==> config.mk <==
export PLATFORM = sky130hd
export DESIGN_NAME = noc_axis_egress_unpacker
export DESIGN_NICKNAME = d
export VERILOG_FILES = /design/src/rtl/noc_axis_egress_unpacker.sv
export SDC_FILE = /design/constraint.sdc
export NUM_CORES = 1
export LEC_CHECK = 0
export CORE_MARGIN = 5
export CORE_UTILIZATION = 50
export DETAILED_ROUTE_END_ITERATION = 16
export HOLD_SLACK_MARGIN = 0.12
export PLACE_DENSITY = 0.82
export SLEW_MARGIN = 30
export SYNTH_ARGS = -nofsm -noshare
export SYNTH_HDL_FRONTEND = slang
export SYNTH_SLANG_ARGS = --single-unit
==> constraint.sdc <==
create_clock -name clk_i -period 4.8 [get_ports clk_i]
set_input_delay 0.96 -clock clk_i [delete_from_list [all_inputs] [get_ports clk_i]]
set_output_delay 0.96 -clock clk_i [all_outputs]
set_load 0.1 [all_outputs]
==> src/rtl/noc_axis_egress_unpacker.sv <==
// Ejection-side NoC network interface.
// Accepts 64-bit flits from the local router port and rebuilds the AXI-Stream
// packet on a 32-bit master port, restoring TID, TDEST and TLAST.
//
// Handshake rule, for both the flit port and the AXIS port: a transfer happens
// on a rising clk_i edge where valid and ready are both 1. A source keeps valid
// and its payload stable until that edge. The AXIS side follows this rule.
// flit_ready_o depends combinationally on m_axis_tready.
module noc_axis_egress_unpacker #(
    parameter int FLIT_WIDTH      = 64,
    parameter int FLIT_TYPE_WIDTH = 2,
    parameter int TDATA_WIDTH     = 32,
    parameter int TID_WIDTH       = 5,
    parameter int TDEST_WIDTH     = 11,
    parameter int LEN_WIDTH       = 8,
    parameter int PKT_CNT_WIDTH   = 16
) (
    input  logic                       clk_i,
    input  logic                       rst_ni,
    input  logic [FLIT_WIDTH-1:0]      flit_i,
    input  logic [FLIT_TYPE_WIDTH-1:0] flit_type_i,
    input  logic                       flit_valid_i,
    output logic                       flit_ready_o,
    output logic                       m_axis_tvalid,
    input  logic                       m_axis_tready,
    output logic [TDATA_WIDTH-1:0]     m_axis_tdata,
    output logic [TID_WIDTH-1:0]       m_axis_tid,
    output logic [TDEST_WIDTH-1:0]     m_axis_tdest,
    output logic                       m_axis_tlast,
    output logic                       err_o,
    output logic [PKT_CNT_WIDTH-1:0]   pkt_count_o
);

    // Header field positions: switch id occupies [10:0] and is ignored here.
    localparam int TDEST_LSB = 11;
    localparam int TID_LSB   = TDEST_LSB + TDEST_WIDTH;
    localparam int LEN_LSB   = TID_LSB + TID_WIDTH;

    // Remaining-word counter must hold len+1, i.e. up to 2^LEN_WIDTH.
    localparam int REM_WIDTH = LEN_WIDTH + 1;
    localparam logic [REM_WIDTH-1:0] REM_ONE = REM_WIDTH'(1);
    localparam logic [REM_WIDTH-1:0] REM_TWO = REM_WIDTH'(2);

    localparam logic [FLIT_TYPE_WIDTH-1:0] FT_HEADER      = FLIT_TYPE_WIDTH'(0);
    localparam logic [FLIT_TYPE_WIDTH-1:0] FT_TAIL        = FLIT_TYPE_WIDTH'(2);
    localparam logic [FLIT_TYPE_WIDTH-1:0] FT_HEADER_TAIL = FLIT_TYPE_WIDTH'(3);

    typedef enum logic [1:0] {
        ST_IDLE    = 2'd0,
        ST_DATA    = 2'd1,
        ST_DISCARD = 2'd2
    } state_e;

    state_e                   state_q, state_d;
    logic [FLIT_WIDTH-1:0]    buf_q, buf_d;
    logic                     buf_valid_q, buf_valid_d;
    logic                     half_q, half_d;        // 0: low word, 1: high word
    logic                     buf_tail_q, buf_tail_d; // buffered flit ends the packet
    logic [TID_WIDTH-1:0]     tid_q, tid_d;
    logic [TDEST_WIDTH-1:0]   tdest_q, tdest_d;
    logic [REM_WIDTH-1:0]     rem_q, rem_d;
    logic [PKT_CNT_WIDTH-1:0] pkt_cnt_q, pkt_cnt_d;
    logic                     err_q, err_d;

    logic ready_c;
    logic tvalid_c;
    logic flit_acc;
    logic beat_hs;
    logic in_is_tail;
    logic in_is_hdr;
    logic cur_last_word;
    logic cur_tlast;

    // Flit port and AXIS beat decode shared by the FSM and the outputs.
    always_comb begin
        flit_acc      = flit_valid_i && flit_ready_o;
        beat_hs       = tvalid_c && m_axis_tready;
        in_is_tail    = (flit_type_i == FT_TAIL) || (flit_type_i == FT_HEADER_TAIL);
        in_is_hdr     = (flit_type_i == FT_HEADER) || (flit_type_i == FT_HEADER_TAIL);
        // A buffered flit runs out after its high word, or after its low word
        // when that word closes the packet (odd count drops the high half).
        cur_last_word = half_q || (rem_q == REM_ONE);
        cur_tlast     = (rem_q == REM_ONE) || (buf_tail_q && half_q);
    end

    // Next-state, datapath updates and handshake outputs.
    always_comb begin
        state_d     = state_q;
        buf_d       = buf_q;
        buf_valid_d = buf_valid_q;
        half_d      = half_q;
        buf_tail_d  = buf_tail_q;
        tid_d       = tid_q;
        tdest_d     = tdest_q;
        rem_d       = rem_q;
        pkt_cnt_d   = pkt_cnt_q;
        err_d       = 1'b0;
        ready_c     = 1'b0;
        tvalid_c    = 1'b0;

        case (state_q)
            ST_IDLE: begin
                ready_c = 1'b1;
                if (flit_acc) begin
                    if (flit_type_i == FT_HEADER) begin
                        tdest_d     = flit_i[TDEST_LSB +: TDEST_WIDTH];
                        tid_d       = flit_i[TID_LSB +: TID_WIDTH];
                        rem_d       = {1'b0, flit_i[LEN_LSB +: LEN_WIDTH]} + REM_ONE;
                        buf_valid_d = 1'b0;
                        half_d      = 1'b0;
                        state_d     = ST_DATA;
                    end else begin
                        err_d = 1'b1;
                    end
                end
            end

            ST_DATA: begin
                tvalid_c = buf_valid_q;
                // Refill in the same cycle the last usable word leaves, so
                // consecutive flits stream at one word per cycle. The beat that
                // closes the packet does not refill: the next flit belongs to
                // IDLE or DISCARD, not to this packet.
                ready_c  = !buf_valid_q || (beat_hs && cur_last_word && !cur_tlast);

                if (beat_hs) begin
                    rem_d = rem_q - REM_ONE;
                    if (cur_tlast) begin
                        pkt_cnt_d   = pkt_cnt_q + PKT_CNT_WIDTH'(1);
                        buf_valid_d = 1'b0;
                        half_d      = 1'b0;
                        if (buf_tail_q) begin
                            state_d = ST_IDLE;
                        end else begin
                            // Word count ran out inside a body flit: the tail
                            // is still in flight and must be swallowed.
                            err_d   = 1'b1;
                            state_d = ST_DISCARD;
                        end
                    end else if (cur_last_word) begin
                        buf_valid_d = 1'b0;
                        half_d      = 1'b0;
                    end else begin
                        half_d = 1'b1;
                    end
                end

                if (flit_acc) begin
                    buf_d       = flit_i;
                    buf_valid_d = 1'b1;
                    half_d      = 1'b0;
                    buf_tail_d  = in_is_tail;
                    // Header types inside a packet are carried as data.
                    if (in_is_hdr) begin
                        err_d = 1'b1;
                    end
                    // Tail arriving while more than two words are still owed.
                    if (in_is_tail && (rem_d > REM_TWO)) begin
                        err_d = 1'b1;
                    end
                end
            end

            ST_DISCARD: begin
                ready_c = 1'b1;
                if (flit_acc && in_is_tail) begin
                    state_d = ST_IDLE;
                end
            end

            default: begin
                state_d = ST_IDLE;
            end
        endcase
    end

    // FSM state register.
    always_ff @(posedge clk_i or negedge rst_ni) begin
        if (!rst_ni) begin
            state_q <= ST_IDLE;
        end else begin
            state_q <= state_d;
        end
    end

    // Flit buffer, packet context and counters.
    always_ff @(posedge clk_i or negedge rst_ni) begin
        if (!rst_ni) begin
            buf_q       <= '0;
            buf_valid_q <= 1'b0;
            half_q      <= 1'b0;
            buf_tail_q  <= 1'b0;
            tid_q       <= '0;
            tdest_q     <= '0;
            rem_q       <= '0;
            pkt_cnt_q   <= '0;
            err_q       <= 1'b0;
        end else begin
            buf_q       <= buf_d;
            buf_valid_q <= buf_valid_d;
            half_q      <= half_d;
            buf_tail_q  <= buf_tail_d;
            tid_q       <= tid_d;
            tdest_q     <= tdest_d;
            rem_q       <= rem_d;
            pkt_cnt_q   <= pkt_cnt_d;
            err_q       <= err_d;
        end
    end

    // Output drive; ready is held low while reset is asserted.
    always_comb begin
        flit_ready_o  = rst_ni && ready_c;
        m_axis_tvalid = tvalid_c;
        m_axis_tdata  = half_q ? buf_q[FLIT_WIDTH-1 -: TDATA_WIDTH] : buf_q[TDATA_WIDTH-1:0];
        m_axis_tid    = tid_q;
        m_axis_tdest  = tdest_q;
        m_axis_tlast  = tvalid_c && cur_tlast;
        err_o         = err_q;
        pkt_count_o   = pkt_cnt_q;
    end

endmodule

**After elaboration in Yosys (flattened, before gate mapping)**

Index checks and enable logic that the tools add are counted.

- Reductions and logical operators: 27
- Equal/unequal tests: 12
- Order comparisons: 1
- Mux-type cells: 36
- $add $sub $neg: 3

Operators by type and width:

| operator | number |
|---|---|
| $mux 9 | 4 |
| $mux 32 | 1 |
| $mux 1 | 19 |
| $pmux 9 s2 | 1 |
| $add 16x1->16 const B | 1 |
| $mux 2 | 6 |
| $ne 2x2->1 const B | 5 |
| $reduce_and 5->1 | 2 |
| $add 8x1->9 const B | 1 |
| $eq 9x1->1 const B | 1 |
| $gt 9x2->1 const B | 1 |
| $logic_and 1x1->1 | 9 |
| $reduce_and 3->1 | 3 |
| $sub 9x1->9 const B | 1 |
| $pmux 1 s2 | 4 |
| $eq 2x2->1 const B | 3 |
| $pmux 2 s3 | 1 |
| $logic_or 1x1->1 | 5 |
| $logic_not 2->1 | 2 |
| $ne 4x4->1 const B | 1 |
| $reduce_and 4->1 | 1 |
| $ne 3x3->1 const B | 1 |
| $eq 2x1->1 const B | 1 |
| $logic_not 1->1 | 2 |
| 3 further kinds | 3 |

- Output and inout port bits: 68
- Input bits: 70
- Bits in registers: 111

**Logic depth before layout (Yosys ltp)**

- Depth in word-level cells: 12
- Gate-level depth with buffers: 8

**Worst setup path before layout**

No wires, ideal clock.

- Kind: register to output
- Start: register rem_q[1]
- End: output m_axis_tlast
- Slack: 777 ps
- Stages on the path, launching flop included: 6
- Path buffers: 0
- Data required time: 3840 ps
- Arrival time: 3063 ps
- Cells stage by stage: dfrtp_1 > inv_1 > ha_1 > nor4b_4 > a22oi_2 > nor3_1

- Word-level cells in the longest chain between the ends: 3

RTL lines:

| item | line | RTL |
|---|---|---|
| start: declaration | 61 | `logic [REM_WIDTH-1:0] rem_q, rem_d;` |
| start signal: assignment | 205 | `rem_q <= rem_d;` |
| $eq 9x1->1 | 83 | `cur_tlast = (rem_q == REM_ONE) \|\| (buf_tail_q && half_q);` |
| $logic_or 1x1->1 | 83 |  |
| $logic_and 1x1->1 | 218 | `m_axis_tlast = tvalid_c && cur_tlast;` |
| end: declaration | 29 | `output logic m_axis_tlast,` |

Every way passes these cells.

**Worst setup path after layout**

- Start: register state_q[1]
- End: output m_axis_tvalid

- Word-level cells in the longest chain between the ends: 2

RTL lines:

| item | line | RTL |
|---|---|---|
| start: declaration | 54 | `state_e state_q, state_d;` |
| start signal: assignment | 182 | `state_q <= state_d;` |
| $eq 2x1->1 | 101 | `case (state_q)` |
| $mux 1 | 101 |  |
| end: declaration | 24 | `output logic m_axis_tvalid,` |

Every way passes these cells.

==> qor.yml <==
rows: 37
post-cts-setup-buffer-count: 0
maxSlewViolCount: 0
fin_skew_ns: 0.00760
min_period_ns: 3.65
antenna_found_initial: 0
gr-total-overflow: 0
synth_seq_cells: 111
fin_nets: 630
post-route-period-util: 0.761
worstSetupEndpointType: "output port"
wl_per_cell_microns: 17.7
timing.fmax_mhz: 274
ant_nets: 0
multi_input_area_sq_mm: 0.00238
slew_headroom: 0.328
crit_type: "flip-flop to output port"
ys_top_cells_by_area: "dfrtp_1 (52%), mux2_2 (24%), xnor2_1 (2.6%)"
synth.avg_cell_area_sq_um: 12.6
required_ns: 3.84
synth_top_area_frac: 0.519
grt_pass1_vias: 4062
status: "completed"
slowest_stage: "clkdlybuf4s50_1"
startpoint_type: "flip-flop"
synth_cell_type_count: 55
crit_family: "buffers and inverters"
yosys-top-cells-count: "mux2_2 (113), dfrtp_1 (111), nor2_1 (26), xnor2_1 (16), inv_1 (14)"
wl_microns: 12300
die_area_sq_mm: 0.0129
top_level_ports: 138
synth_flop_cell: "dfrtp_1"
cp_max_fo: 16
dieWidth_microns: 113
crit_arrival_ns: 2.69
rsz0062_at_grt: "false"
start_util: 0.516
grt_pass1_wl_microns: 20500
dr.pass1.iters: 4
syn_inst: 424
hold_viol_final: 0
vias: 3799
htree_levels: 3
clock_latency_ns: 0.37
syn2layout_area_growth_pct: 29.0
setup_tns_ns: 0
cts_buffer_depth: 2
numCtsBuffers: 9
seqCellArea_sq_mm: 0.00278
initialDrtViolationCount: 159
drc: 0
ys_warn_count: 0
yosys.area.top_type: "dfrtp_1"
cp.buffers_inverters: 1
fp.dieH_microns: 113
synth.most_common_cell: "mux2_2"
post_cts_resize_count: 0
worst_slack_ns: 1.15
path_clk_slew_ns: 0.10
worst_pin_slew_ns: 1.00
fillCellCount: 816
drv_cap: 0
syn_nets: 501
core_sq_mm: 0.0104
fin_util: 0.665
io_buffer_count: 137
clock_sinks: 111
synth_area_sq_mm: 0.00535
grtUsageTotal: 0.199
async_flop_share: 1.00
tritoncts: "done"
dp_slack_ns: 1.30
crit_chain: "nand2b_1 -> nor2_1 -> clkdlybuf4s50_1"
finalSetupViolations: 0
synth_edf_count: 0
via_per_inst: 5.47
synth_seq_area_share: 0.519
drive_above_1_share: 0.319
clockRootBuffer: "clkbuf_8"
postCtsHoldBufs: 0
slowest_delay_ns: 1.16
grt_max_degree: 69
place_congestion: 0.908
hpwl_microns: 9050
antennaDiodeCount: 0
hold_class: "flip-flop to flip-flop"
placed cells by master, fill, tap and decap left out, drive strengths merged, types with 3 or more instances in the layout:
cell,n
clkbuf,12
dfrtp,111
a31oi,3
nand2,13
inv,14
a21oi,11
clkdlybuf4s50,102
nand3,11
xor2,7
a22oi,3
mux2,113
nor3,4
buf,38
ha,7
o22ai,3
xnor2,16
nor2,28
o22a,3
o21ai,12
clkinv,3
nand4,6
final cells by class:
type / count / area share
flip-flops and latches: 111 / 0.403
inverters: 14 / 0.00762
clock buffers: 12 / 0.0210
clock inverters: 4 / 0.00653
well taps: 136 / 0.0247
repair buffers: 140 / 0.192
multi-input cells: 277 / 0.346
sequential cells by signal, indices dropped and copies added (netlist names):
register      count
buf_q            64
pkt_count_o      16
m_axis_tdest     11
rem_q             9
m_axis_tid        5
state_q           2
buf_tail_q        1
buf_valid_q       1
err_o             1
half_q            1
layer usage:
layer / GRT usage / wire [microns]
met1: 0.247 / 5050
met4: 0.0593 / 145
met3: 0.0743 / 1040
met5: 0 / 0
met2: 0.328 / 6060
cell families (layout without fill, tap and decap cells):
group           Yosys count  count (layout)  synth area share
compound gates           52              52            0.0667
xor+xnor                 23              23            0.0377
fa+ha+maj                 7               7            0.0164
buf+inv                  36             170            0.0349
flops                   111             111             0.519
mux                     113             113             0.238
simple gates             82              82            0.0870
metrics by stage:
stage	cell area (sq um)	hold slack [ns]	std cells
5_1_grt	6900	0.509	694
3_3_place_gp	6700	0.458	678
4_1_cts	6890	0.497	694
2_1_floorplan	5350	0.475	424
6_report	6900	0.487	694
3_5_place_dp	6700	0.479	678
worst paths after layout:
kind                       cells after the start  slack (ns)         endpoint            start
setup reg to reg                               5        1.83        buf_q[23]       state_q[1]
max in group asynchronous                      2        3.21        buf_q[46]           rst_ni
min in group asynchronous                      1        0.58   pkt_count_o[0]           rst_ni
hold / removal                                 1        0.49  pkt_count_o[15]  pkt_count_o[15]
setup / recovery                               3        1.15    m_axis_tvalid       state_q[1]
hold reg to reg                                1        0.49  pkt_count_o[15]  pkt_count_o[15]
Power is left out: the tool's default activity adds up to more than one toggle a clock period on the data nets, which glitch-free logic cannot reach.
